$ cat config.mk
export PLATFORM = sky130hd
export DESIGN_NAME = float_to_fix_mc_flat
export DESIGN_NICKNAME = d
export VERILOG_FILES = /design/src/rtl/float_to_fix_mc_pkg.sv /design/src/rtl/float_to_fix_mc_if.sv /design/src/rtl/float_to_fix_core.sv /design/src/rtl/float_to_fix_mc.sv /design/src/flat_wrapper.sv
export SDC_FILE = /design/constraint.sdc
export NUM_CORES = 1
export LEC_CHECK = 0
export BUFFER_PORTS_ARGS = -buffer_cell sky130_fd_sc_hd__buf_4
export CAP_MARGIN = 10
export CORE_AREA = 10 10 152 154
export CTS_CLUSTER_DIAMETER = 200
export DETAILED_ROUTE_END_ITERATION = 8
export DIE_AREA = 0 0 162 164
export HOLD_SLACK_MARGIN = 0.06
export PLACE_DENSITY = 0.77
export SETUP_SLACK_MARGIN = 0.15
export SLEW_MARGIN = 20
export SYNTH_ARGS = -nofsm -noshare
export SYNTH_HDL_FRONTEND = slang
export SYNTH_SLANG_ARGS = --single-unit
$ cat constraint.sdc
create_clock -name clk -period 8.3 [get_ports clk]
set_clock_uncertainty 0.1 [all_clocks]
set_input_delay 1.66 -clock clk [delete_from_list [all_inputs] [get_ports clk]]
set_output_delay 1.66 -clock clk [all_outputs]
set_load 0.05 [all_outputs]
$ cat src/rtl/float_to_fix_mc_pkg.sv
// Shared types and IEEE-754 single-precision field widths
// for the multi-channel float to fixed converter.
package f2f_pkg;

  localparam int EXP_BIAS = 127;
  localparam int EXP_W    = 8;
  localparam int MAN_W    = 23;

  typedef enum logic {
    RND_RNE,
    RND_TRUNC
  } rnd_mode_t;

  typedef enum logic [1:0] {
    S_IDLE,
    S_CONV,
    S_HOLD
  } f2f_state_t;

endpackage

$ cat src/rtl/float_to_fix_mc_if.sv
// Valid/ready bundle between float front-end, converter
// and fixed-point consumer.
interface float_to_fix_mc_if #(
  parameter int INT_WIDTH   = 12,
  parameter int FRACT_WIDTH = 4,
  parameter int N_CH        = 3
);
  localparam int T = INT_WIDTH + FRACT_WIDTH;

  logic              in_valid;
  logic              in_ready;
  logic [32*N_CH-1:0] in_data;
  logic              in_rnd_mode;
  logic              out_valid;
  logic              out_ready;
  logic [T*N_CH-1:0] out_data;
  logic [N_CH-1:0]   out_ovf;
  logic [N_CH-1:0]   out_nan;
  logic              busy;

  modport master (
    output in_valid, in_data, in_rnd_mode, out_ready,
    input  in_ready, out_valid, out_data, out_ovf, out_nan, busy
  );

  modport slave (
    input  in_valid, in_data, in_rnd_mode, out_ready,
    output in_ready, out_valid, out_data, out_ovf, out_nan, busy
  );

endinterface

$ cat src/rtl/float_to_fix_core.sv
// Combinational single-channel float to signed fixed-point
// conversion with RNE/truncate rounding and saturation.
module float_to_fix_core
  import f2f_pkg::*;
#(
  parameter int INT_WIDTH   = 12,
  parameter int FRACT_WIDTH = 4
) (
  input  logic [31:0]                      float,
  input  rnd_mode_t                        rnd_mode,
  output logic [INT_WIDTH+FRACT_WIDTH-1:0] fixed,
  output logic                             ovf,
  output logic                             nan
);

  localparam int T  = INT_WIDTH + FRACT_WIDTH;
  localparam int GS = 26;
  localparam int WW = T + 1 + GS;
  localparam int SH_OFF = EXP_BIAS + MAN_W - FRACT_WIDTH;

  localparam logic signed [11:0] SH_BIG   = 12'(T - MAN_W);
  localparam logic signed [11:0] SH_SMALL = -12'sd26;
  localparam logic [T+1:0] POS_MAX = (T+2)'((1 << (T-1)) - 1);
  localparam logic [T+1:0] NEG_MAX = (T+2)'(1 << (T-1));

  logic                 sgn;
  logic [EXP_W-1:0]     ex;
  logic [MAN_W-1:0]     man;
  logic [MAN_W:0]       sig;
  logic signed [11:0]   sh;
  logic [11:0]          lsh;
  logic [WW-1:0]        acc;
  logic [T:0]           mag;
  logic                 guard;
  logic                 sticky;
  logic                 inc;
  logic [T+1:0]         magr;
  logic [T-1:0]         low;

  always_comb begin
    sgn    = float[31];
    ex     = float[30:23];
    man    = float[22:0];
    sig    = {1'b1, man};
    sh     = $signed({4'b0, ex}) - $signed(12'(SH_OFF));
    lsh    = 12'(sh - SH_SMALL);
    acc    = '0;
    mag    = '0;
    guard  = 1'b0;
    sticky = 1'b0;
    inc    = 1'b0;
    magr   = '0;
    low    = '0;
    fixed  = '0;
    ovf    = 1'b0;
    nan    = 1'b0;

    if (ex == '1) begin
      nan = |man;
      ovf = ~nan;
      if (!nan) fixed = sgn ? NEG_MAX[T-1:0] : POS_MAX[T-1:0];
    end else if (ex != '0) begin
      // Shifts beyond SH_BIG exceed 2^(T+1) and cannot wrap.
      if (sh > SH_BIG) begin
        ovf = 1'b1;
      end else begin
        if (sh < SH_SMALL) begin
          sticky = 1'b1;
        end else begin
          acc    = WW'(sig) << lsh;
          mag    = acc[WW-1:GS];
          guard  = acc[GS-1];
          sticky = |acc[GS-2:0];
        end
        inc  = (rnd_mode == RND_RNE) & guard & (sticky | mag[0]);
        magr = {1'b0, mag} + (T+2)'(inc);
        ovf  = sgn ? (magr > NEG_MAX) : (magr > POS_MAX);
      end
      low = magr[T-1:0];
      if (ovf) fixed = sgn ? NEG_MAX[T-1:0] : POS_MAX[T-1:0];
      else     fixed = sgn ? (~low + 1'b1) : low;
    end
  end

endmodule

$ cat src/rtl/float_to_fix_mc.sv
// Multi-channel converter: latches a float vector, runs it
// through one shared core a channel per cycle, holds result.
module float_to_fix_mc
  import f2f_pkg::*;
#(
  parameter int INT_WIDTH   = 12,
  parameter int FRACT_WIDTH = 4,
  parameter int N_CH        = 3
) (
  input  logic              clk,
  input  logic              rst,
  float_to_fix_mc_if.slave  bus
);

  localparam int T  = INT_WIDTH + FRACT_WIDTH;
  localparam int IW = (N_CH > 1) ? $clog2(N_CH) : 1;
  localparam logic [IW-1:0] LAST = IW'(N_CH - 1);

  f2f_state_t      state;
  logic [IW-1:0]   idx;
  logic [31:0]     in_q  [N_CH];
  rnd_mode_t       mode_q;
  logic [T-1:0]    res_q [N_CH];
  logic [N_CH-1:0] ovf_q;
  logic [N_CH-1:0] nan_q;

  logic [T-1:0]    core_fix;
  logic            core_ovf;
  logic            core_nan;
  logic            acc_fire;

  float_to_fix_core #(
    .INT_WIDTH   (INT_WIDTH),
    .FRACT_WIDTH (FRACT_WIDTH)
  ) u_core (
    .float    (in_q[idx]),
    .rnd_mode (mode_q),
    .fixed    (core_fix),
    .ovf      (core_ovf),
    .nan      (core_nan)
  );

  assign bus.in_ready  = (state == S_IDLE) |
                         ((state == S_HOLD) & bus.out_ready);
  assign bus.out_valid = (state == S_HOLD);
  assign bus.busy      = (state != S_IDLE);
  assign bus.out_ovf   = ovf_q;
  assign bus.out_nan   = nan_q;
  assign acc_fire      = bus.in_valid & bus.in_ready;

  always_comb begin
    bus.out_data = '0;
    for (int i = 0; i < N_CH; i++)
      bus.out_data[T*i +: T] = res_q[i];
  end

  always_ff @(posedge clk or posedge rst) begin
    if (rst) begin
      state  <= S_IDLE;
      idx    <= '0;
      mode_q <= RND_RNE;
      ovf_q  <= '0;
      nan_q  <= '0;
      for (int i = 0; i < N_CH; i++) begin
        in_q[i]  <= '0;
        res_q[i] <= '0;
      end
    end else begin
      // A new vector may enter from IDLE or straight out of HOLD.
      if (acc_fire) begin
        for (int i = 0; i < N_CH; i++)
          in_q[i] <= bus.in_data[32*i +: 32];
        mode_q <= rnd_mode_t'(bus.in_rnd_mode);
        idx    <= '0;
      end
      case (state)
        S_IDLE: begin
          if (acc_fire) state <= S_CONV;
        end
        S_CONV: begin
          res_q[idx] <= core_fix;
          ovf_q[idx] <= core_ovf;
          nan_q[idx] <= core_nan;
          if (idx == LAST) begin
            idx   <= '0;
            state <= S_HOLD;
          end else begin
            idx <= idx + 1'b1;
          end
        end
        S_HOLD: begin
          if (bus.out_ready)
            state <= acc_fire ? S_CONV : S_IDLE;
        end
        default: state <= S_IDLE;
      endcase
    end
  end

endmodule

$ cat src/flat_wrapper.sv
// flat-port wrapper written by rule: the top's interface ports become plain ports
module float_to_fix_mc_flat import f2f_pkg::*;
#(
  parameter int INT_WIDTH   = 12,
  parameter int FRACT_WIDTH = 4,
  parameter int N_CH        = 3
)
  (clk, rst, bus_in_valid, bus_in_data, bus_in_rnd_mode, bus_out_ready, bus_in_ready, bus_out_valid, bus_out_data, bus_out_ovf, bus_out_nan, bus_busy);
  float_to_fix_mc_if #(.INT_WIDTH(INT_WIDTH), .FRACT_WIDTH(FRACT_WIDTH), .N_CH(N_CH)) bus_i ();
  input  logic clk;
  input  logic rst;
  input wire logic [$bits(bus_i.in_valid)-1:0] bus_in_valid;
  input wire logic [$bits(bus_i.in_data)-1:0] bus_in_data;
  input wire logic [$bits(bus_i.in_rnd_mode)-1:0] bus_in_rnd_mode;
  input wire logic [$bits(bus_i.out_ready)-1:0] bus_out_ready;
  output wire logic [$bits(bus_i.in_ready)-1:0] bus_in_ready;
  output wire logic [$bits(bus_i.out_valid)-1:0] bus_out_valid;
  output wire logic [$bits(bus_i.out_data)-1:0] bus_out_data;
  output wire logic [$bits(bus_i.out_ovf)-1:0] bus_out_ovf;
  output wire logic [$bits(bus_i.out_nan)-1:0] bus_out_nan;
  output wire logic [$bits(bus_i.busy)-1:0] bus_busy;
  assign bus_i.in_valid = bus_in_valid;
  assign bus_i.in_data = bus_in_data;
  assign bus_i.in_rnd_mode = bus_in_rnd_mode;
  assign bus_i.out_ready = bus_out_ready;
  assign bus_in_ready = bus_i.in_ready;
  assign bus_out_valid = bus_i.out_valid;
  assign bus_out_data = bus_i.out_data;
  assign bus_out_ovf = bus_i.out_ovf;
  assign bus_out_nan = bus_i.out_nan;
  assign bus_busy = bus_i.busy;
  float_to_fix_mc #(.INT_WIDTH(INT_WIDTH), .FRACT_WIDTH(FRACT_WIDTH), .N_CH(N_CH)) u_core (.clk(clk), .rst(rst), .bus(bus_i));
endmodule
After elaboration in Yosys (flattened, before gate mapping)
Index checks and enable logic that the tools add are counted.
{ "totals": {"ff_bits": 155, "input_bits": 101} }
{ "op_classes": {"shifts": 1, "eq_ne": 7, "magnitude_cmp": 8, "n_mux": 46, "addsub": 5, "reduce_logical": 9, "bitwise_logic": 10} }
{ "op_table": {"columns": ["cell", "n"], "rows": [
  ["2-to-1 mux 16 bit", 10],
  ["2-to-1 mux 17 bit", 4],
  ["binary-select mux 32 bit (select 2 bit)", 1],
  ["2-to-1 mux 32 bit", 2],
  ["bitwise mux 48 bit", 1],
  ["left shift 24 x 12 -> 43 bit", 1],
  ["demux 16 bit (select 2 bit)", 1],
  ["OR reduction 25 bit", 1],
  ["OR reduction 23 bit", 1],
  ["adder 17 x 1 -> 18 bit", 1],
  ["> comparator 18 x 15 -> 1 bit, second input constant", 1],
  ["> comparator 18 x 16 -> 1 bit, second input constant", 1],
  ["2-to-1 mux 1 bit", 17],
  ["adder 16 x 1 -> 16 bit, second input constant", 1],
  ["inverter 16 bit", 1],
  ["> comparator 12 x 4 -> 1 bit, second input constant", 1],
  ["< comparator 12 x 6 -> 1 bit, second input constant", 1],
  ["2-to-1 mux 2 bit", 6],
  ["subtractor 12 x 6 -> 12 bit, second input constant", 1],
  ["subtractor 8 x 8 -> 9 bit, second input constant", 1],
  ["equality test 8 bit, second input constant", 1],
  ["nonzero test 8 bit", 1],
  ["bitwise mux 3 bit", 2],
  ["case mux 2 bit (3 select lines)", 1],
  ["other kinds (18)", 27]
]} }

Depth between registers and ports, before layout
Gate-level depths: netlist (run 1).
{ "depth": {"ltp_word": 25, "depth_mapped": 31, "mapped_depth_nobuf": 22} }

By module
A second synthesis (run 1) with hierarchy kept.
{ "unflattened": {"hier_cells": 1109, "hier_area_um2": 11253.3} }
{ "modules_own_cells": {"columns": ["module", "instances", "cells_each", "area_each_um2", "seq_area_each_um2"], "rows": [
  ["float_to_fix_mc", 1, 450, 6638.9, 3878.7],
  ["float_to_fix_core", 1, 659, 4614.4, 0.0]
]} }

Least setup slack after synthesis (run 1)
OpenSTA, ideal clock, no wires.
{ "synth_timing": {"kind": "register -> register", "start": "register u_core.idx[0]", "end": "register u_core.res_q (netlist bit u_core.bus.out_data[38])", "slack_ps": 1693, "arrival_time_ps": 6376, "n_path_buf": 8, "stages_incl_launch_ff": 31, "synth_period_minus_slack_ps": 6607, "required_time_ps": 8069, "cell_sequence": "dfrtp_1 > buf_6 > nand3b_1 > o21ai_2 > inv_2 > buf_2 > buf_1 > clkbuf_1 > ha_1 > clkbuf_1 > clkinv_1 > o211ai_1 > a21oi_1 > nor4_4 > nor2_2 > buf_2 > a211oi_1 > a21oi_1 > nor3_1 > ha_1 > o31a_1 > and2_1 > clkbuf_1 > nand2_1 > nor4_1 > mux2_2 > nor3_2 > clkbuf_1 > a21oi_1 > a221oi_2 > o21ai_1"} }
{ "synth_between": {"elab_chain_cells": 25, "elab_cells_between_ends": 52, "classes_between": "4 x add/sub; 6 x order compare; 1 x eq/ne; 1 x shift; 31 x mux; 5 x bitwise; 4 x reduce/logical"} }
{ "synth_rtl": {"columns": ["element", "line_no", "source"], "rows": [
  ["start, declared", "float_to_fix_mc.sv:20", "logic [IW-1:0] idx;"],
  ["start signal, assigned", "float_to_fix_mc.sv:88", "idx <= idx + 1'b1;"],
  ["inverter 2 -> 3 bit (implied by the code) (*)", "float_to_fix_mc.sv:36, float_to_fix_mc.sv:81", null],
  ["binary-select mux 32 bit (select 2 bit)", "float_to_fix_mc.sv:36", ".float (in_q[idx]),"],
  ["2-to-1 mux 32 bit (implied by the code) (2 in series)", "float_to_fix_mc.sv:36", null],
  ["subtractor 8 x 8 -> 9 bit", "float_to_fix_core.sv:45", "sh = $signed({4'b0, ex}) - $signed(12'(SH_OFF));"],
  ["subtractor 12 x 6 -> 12 bit", "float_to_fix_core.sv:46", "lsh = 12'(sh - SH_SMALL);"],
  ["left shift 24 x 12 -> 43 bit", "float_to_fix_core.sv:70", "acc = WW'(sig) << lsh;"],
  ["OR reduction 25 bit", "float_to_fix_core.sv:73", "sticky = |acc[GS-2:0];"],
  ["2-to-1 mux 1 bit", "float_to_fix_core.sv:67", "if (sh < SH_SMALL) begin"],
  ["(+8 left out)", null, null],
  ["2-to-1 mux 16 bit", "float_to_fix_core.sv:58", "if (ex == '1) begin"],
  ["inverter 16 bit", "float_to_fix_core.sv:81", "else fixed = sgn ? (~low + 1'b1) : low;"],
  ["adder 16 x 1 -> 16 bit", "float_to_fix_core.sv:81", null],
  ["2-to-1 mux 16 bit", "float_to_fix_core.sv:81", null],
  ["2-to-1 mux 16 bit", "float_to_fix_core.sv:80", "if (ovf) fixed = sgn ? NEG_MAX[T-1:0] : POS_MAX[T-1:0];"],
  ["2-to-1 mux 16 bit", "float_to_fix_core.sv:62", "end else if (ex != '0) begin"],
  ["2-to-1 mux 16 bit", "float_to_fix_core.sv:58", null],
  ["bitwise mux 48 bit (*)", "float_to_fix_mc.sv:81", "res_q[idx] <= core_fix;"],
  ["end signal, assigned by index", "float_to_fix_mc.sv:81", null],
  ["end, declared", "float_to_fix_mc.sv:23", "logic [T-1:0] res_q [N_CH];"]
]} }
Mark *: on every way between the ends. The rest lies on a longest branch, timed or not. The select of a mux whose other input is x is not followed.
A chain may end at the register's enable or synchronous reset.

Final worst setup path (run 1)
{ "layout_timing": {"start": "register u_core.idx[0]", "end": "register u_core.res_q (netlist bit u_core.bus.out_data[40])"} }
Same word-level chain as after synthesis.

==> results.json, run 1 <==
{
  "status": "finished clean",
  "cts_resized": 0,
  "cts_buffer_depth": 2,
  "arrival_ns": 7.89,
  "clk_latency_ns": 0.43,
  "worstMarginPinSlew_ns": 1.13,
  "firstDrtPassIters": 6,
  "overflow": 0,
  "setup-tns-final_ns": 0,
  "place.port_buffers": 157,
  "grtUsageTotal_pct": 26.3,
  "grt_max_degree": 101,
  "hold_class": "flip-flop to flip-flop",
  "worst-path-buf-inv": 1,
  "startpoint_type": "flip-flop",
  "crit_type": "flip-flop to flip-flop",
  "cts_made_buffers": 17,
  "final_cell_mix": "nand2_1 (372), buf_4 (199), dfrtp_1 (153), nor2_1 (101), mux2i_1 (73)",
  "core-area_mm2": 0.0200,
  "first_global_vias": 10800,
  "synth_cell_type_count": 96,
  "cp_max_fo": 17,
  "ys.flop_type": "dfrtp_1",
  "die_x_um": 162,
  "whs_path_depth": 2,
  "drtAntennaViolNets": 0,
  "fin_nets": 1616,
  "area_growth_pct": 18.1,
  "placed_cells": 1763,
  "path_cells": "buf_4, mux2i_1, o21a_1, nand3_1, nor3_1, and3_1, o41a_2, nand4_4, nor3_1, ha_1, o31a_1, and2_1, nand2_1, nor4_1, mux2_2, nor3_2, a21o_1, a41oi_1, a31oi_1",
  "antenna_found_initial": 0,
  "critPathSlowestCell": "dfrtp_2",
  "final_cells": 1795,
  "rsz0062_at_grt": "no",
  "drc_errors": 0,
  "r2r_cells": 19,
  "worst_slack_ns": 0.656,
  "cpPeakStageDelay_ns": 0.65,
  "syn_area_per_cell_um2": 7.92,
  "cp.depth": 19,
  "routed_wl_mm": 36.0,
  "diodes": 0,
  "cts.sinks": 155,
  "ios": 158,
  "fin_crit_ns": 7.64,
  "fmax_ghz": 0.131,
  "hold_viol": 0,
  "fin_util_pct": 64.9,
  "synthCells": 1390,
  "yosys_warnings": 0,
  "yosysSeqAreaShare_pct": 35.2,
  "initial_core_util_pct": 55.0,
  "synth-edff-count": 0,
  "die_area_mm2": 0.0266,
  "maxCapViolations": 0,
  "drtIter0Drc": 1415,
  "cts_tree": "built",
  "clk_pin_slew_ns": 0.07,
  "hpwlAfterDp_mm": 26.7,
  "ctsHoldBuffers": 0,
  "pre_cts_slack_ns": 0.897,
  "synthArstFlopShare_pct": 100,
  "critical_path.top_delay_family": "simple AND/OR/NAND/NOR gates",
  "h-tree-depth": 4,
  "synth_fp_nets": 1494,
  "wire_per_inst_um": 20.1,
  "rows": 52,
  "drv_slew": 0,
  "ys_ff_latch": 155,
  "grt_pass1_wl_mm": 57.8,
  "die_h_um": 164,
  "cp-end-kind": "flip-flop",
  "setup_viol": 0,
  "final_common_cell": "nand2_1",
  "gp_congestion": 0.986,
  "slew_headroom_pct": 24.5,
  "post_cts_buffers": 0,
  "viasPerCell": 6.28,
  "path_common_cell": "nor3_1",
  "min_period_over_period_pct": 92.1,
  "root_buffer": "clkbuf_16",
  "cp.required_ns": 8.54,
  "netlist_area_mm2": 0.0110,
  "drive_above_1_share_pct": 19.5,
  "vias": 11300
}
[cell families after synthesis]
group                    after synthesis  share of synthesized area, %
XOR/XNOR                              17                          1.35
buffers and inverters                106                          4.58
adder cells (fa/ha/maj)                3                         0.341
AND/OR/NAND/NOR                      675                          28.2
flip-flops                           155                          35.2
multiplexers                          84                          8.17
AO/OA/AOI/OAI                        350                          22.2
[flip-flops by register name, summed over array words and instances, names as in the netlist]
signal and count:
u_core.in_q 96, u_core.bus.out_data 48, u_core.bus.out_nan 3, u_core.bus.out_ovf 3
u_core.idx 2, u_core.state 2, u_core.mode_q 1
[Yosys cell counts, drive strengths merged, types with 5 or more instances]
master	n	share of area, %
a221oi	7	0.61
inv	9	0.31
nand2b	9	0.51
o31ai	8	0.64
nor4	29	2.1
a2bb2oi	6	0.53
o2bb2ai	29	2.6
and2	12	0.68
o22ai	35	2.0
nor3	50	2.5
a211o	7	0.56
mux2i	73	6.6
a211oi	15	1.1
mux2	7	0.72
dfrtp	155	35
nand3	28	1.3
xnor2	13	1.0
nor2	103	3.6
or4	7	0.48
a22oi	5	0.34
or2	6	0.34
a31oi	27	1.7
nand4	20	1.3
a21o	8	0.55
nand2	376	13
a21oi	63	3.0
a32oi	7	0.56
o211ai	11	0.87
clkbuf	55	1.9
o21a	5	0.34
or3	10	0.57
buf	41	2.4
o21ai	81	3.7
[per-layer routing]
metal | track usage [%] | up-vias | part of all wire (%)
li1 | - | 5295 | -
met1 | 36.3 | 5373 | 44
met2 | 41.1 | 539 | 46
met3 | 6.16 | 59 | 8.5
met4 | 6.49 | 0 | 1.8
met5 | 0 | - | 0
[path summary, 6_finish.rpt]
path                            startpoint                 endpoint  slack, ns
max                          u_core.idx[0]  u_core.bus.out_data[40]       0.66
min                        u_core.in_q[94]          u_core.in_q[94]       0.38
max reg2reg                  u_core.idx[0]  u_core.bus.out_data[40]       0.66
min reg2reg                u_core.in_q[94]          u_core.in_q[94]       0.38
max in group asynchronous              rst          u_core.in_q[34]       5.42
min in group asynchronous              rst          u_core.in_q[85]       1.24
[metrics by stage]
stage	cell area, µm²	hold WS [ns]
3_5_place_dp	12400	0.363
6_report	13000	0.375
4_1_cts	13000	0.378
2_1_floorplan	11000	0.345
5_1_grt	13000	0.393
3_3_place_gp	12400	0.358
[worst reg2reg max path: stages (launching register included)]
cell     delay (ns)
dfrtp_2        0.65
buf_4          0.33
mux2i_1        0.61
o21a_1         0.56
nand3_1        0.27
nor3_1         0.42
and3_1         0.29
o41a_2         0.31
nand4_4        0.22
nor3_1         0.26
ha_1           0.26
o31a_1         0.18
and2_1         0.26
nand2_1        0.23
nor4_1         0.47
mux2_2         0.50
nor3_2         0.51
a21o_1         0.59
a41oi_1        0.29
a31oi_1        0.26
[layout make-up]
type                            count  area, µm²
Multi-Input combinational cell   1129       6650
Inverter                           10       42.5
Clock buffer                       17        425
Tap cell                          270        338
Clock inverter                     15        175
Fill cell                        1763       7030
Sequential cell                   155       3880
Timing Repair Buffer              199       1490
Power of run 1 is not shown: default switching activity piles up to over one toggle a cycle in this logic, so the estimate is an artifact.
==> inputs of run 2 (changes only) <==
Settings changed: CORE_AREA 10 10 152 154 to 10 10 189 191, DIE_AREA 0 0 162 164 to 0 0 199 201, PLACE_DENSITY 0.77 to unset.
==> results.json, run 2 (synthesis results as in run 1) <==
{
  "worstMarginPinSlew_ns": 1.19,
  "fillCellCount": 3271,
  "design_area_mm2": 0.0132,
  "hold_viol": 0,
  "cts_tree": "built",
  "drtIter0Drc": 1030,
  "setup_viol": 0,
  "hpwlAfterDp_mm": 28.5,
  "hold_ws_ns": 0.373,
  "cp_max_fo": 18,
  "setup-tns-final_ns": 0,
  "final_cells": 1930,
  "drive_above_1_share_pct": 19.4,
  "gp_congestion": 0.942,
  "grt_max_degree": 80,
  "cp.required_ns": 8.56,
  "placed_cells": 1898,
  "diodes": 0,
  "die_h_um": 201,
  "fmax_ghz": 0.142,
  "maxCapViolations": 0,
  "regToRegEndpoint": "u_core.bus.out_data[8]",
  "die_x_um": 199,
  "min_period_over_period_pct": 84.9,
  "core-area_mm2": 0.0320,
  "crit_type": "flip-flop to flip-flop",
  "r2r_slack_ns": 1.25,
  "r2r-start": "u_core.idx[0]",
  "status": "finished clean",
  "cts.sinks": 155,
  "rows": 66,
  "fin_nets": 1613,
  "startpoint_type": "flip-flop",
  "routed_wl_mm": 37.7,
  "grtUsageTotal_pct": 18.5,
  "rsz0062_at_grt": "no",
  "viasPerCell": 5.67,
  "grt_pass1_wl_mm": 60.5,
  "arrival_ns": 7.30,
  "r2r_cells": 19,
  "wire_per_inst_um": 19.5,
  "slew_headroom_pct": 20.8,
  "top_register": "u_core.in_q",
  "drv_slew": 0,
  "place.port_buffers": 157,
  "whs_path_depth": 2,
  "final_common_cell": "nand2_1",
  "final_cell_mix": "nand2_1 (372), buf_4 (196), dfrtp_1 (153), nor2_1 (101), mux2i_1 (73)",
  "cts_buffer_depth": 2,
  "post_cts_buffers": 0,
  "cts_resized": 0,
  "die_area_mm2": 0.0400,
  "initial_core_util_pct": 34.4,
  "first_global_vias": 10800,
  "root_buffer": "clkbuf_16",
  "vias": 10900,
  "antenna_found_initial": 0,
  "hold_class": "flip-flop to flip-flop",
  "clk_pin_slew_ns": 0.07,
  "ios": 158,
  "h-tree-depth": 4,
  "fin_crit_ns": 7.05,
  "hp-start": "u_core.in_q[86]",
  "cts_made_buffers": 17,
  "firstDrtPassIters": 5,
  "drtAntennaViolNets": 0,
  "clk_latency_ns": 0.43,
  "area_growth_pct": 19.6,
  "ctsHoldBuffers": 0,
  "largest_reg_flops": 96,
  "cp-end-kind": "flip-flop",
  "drc_errors": 0,
  "placed_cell_area_mm2": 0.0126,
  "overflow": 0,
  "holdPathEnd": "u_core.in_q[86]"
}
[run 2: routing by layer]
layer | wire length (µm) | GRT usage [%] | share of wire (%)
met5 | 0 | 0 | 0
met2 | 17400 | 29.0 | 46
met4 | 665 | 4.85 | 1.8
met1 | 17400 | 25.4 | 46
met3 | 2290 | 3.70 | 6.1
[run 2: worst max path at each step]
| stage | start | endpoint | slack [ns] |
|---|---|---|---|
| 5_1_grt | u_core.idx[0] | u_core.bus.out_ovf[2] | 0.74 |
| 6_report | u_core.idx[0] | u_core.bus.out_data[8] | 1.25 |
| 2_1_floorplan | u_core.idx[0] | u_core.bus.out_data[38] | 1.69 |
| 4_1_cts | u_core.idx[0] | u_core.bus.out_data[8] | 1.35 |
| 3_3_place_gp | u_core.idx[0] | u_core.bus.out_data[14] | 1.45 |
| 3_5_place_dp | u_core.idx[0] | u_core.bus.out_ovf[1] | 1.36 |
[run 2: critical path: stages (launching register included)]
cell,delay [ns]
dfrtp_2,0.65
mux2i_1,0.21
o2bb2ai_1,0.86
nand2_2,0.31
or3_1,0.45
a211oi_2,0.32
o41a_2,0.32
nand4_4,0.22
nor3_1,0.25
ha_1,0.26
o31a_1,0.18
and2_1,0.26
nand2_1,0.21
nor4_1,0.35
mux2_2,0.49
nor3_2,0.21
buf_4,0.21
a21o_1,0.55
a41oi_1,0.29
a31oi_1,0.23
[run 2: layout make-up]
class,count,area (µm²),area share [%]
Clock buffer,19,453,3.44
Clock inverter,13,153,1.16
Inverter,10,42.5,0.323
Multi-Input combinational cell,1129,6660,50.6
Sequential cell,155,3880,29.5
Tap cell,408,510,3.88
Timing Repair Buffer,196,1470,11.2
[run 2: through the flow]
| stage | setup slack [ns] | util [%] |
|---|---|---|
| CTS | 1.35 | 41.1 |
| finish | 1.25 | 41.1 |
| floorplan | 1.69 | - |
| global placement | 1.45 | 39.2 |
| detailed placement | 1.36 | 39.2 |
| global route | 0.740 | 41.1 |
Power of run 2 is left out for the same reason.
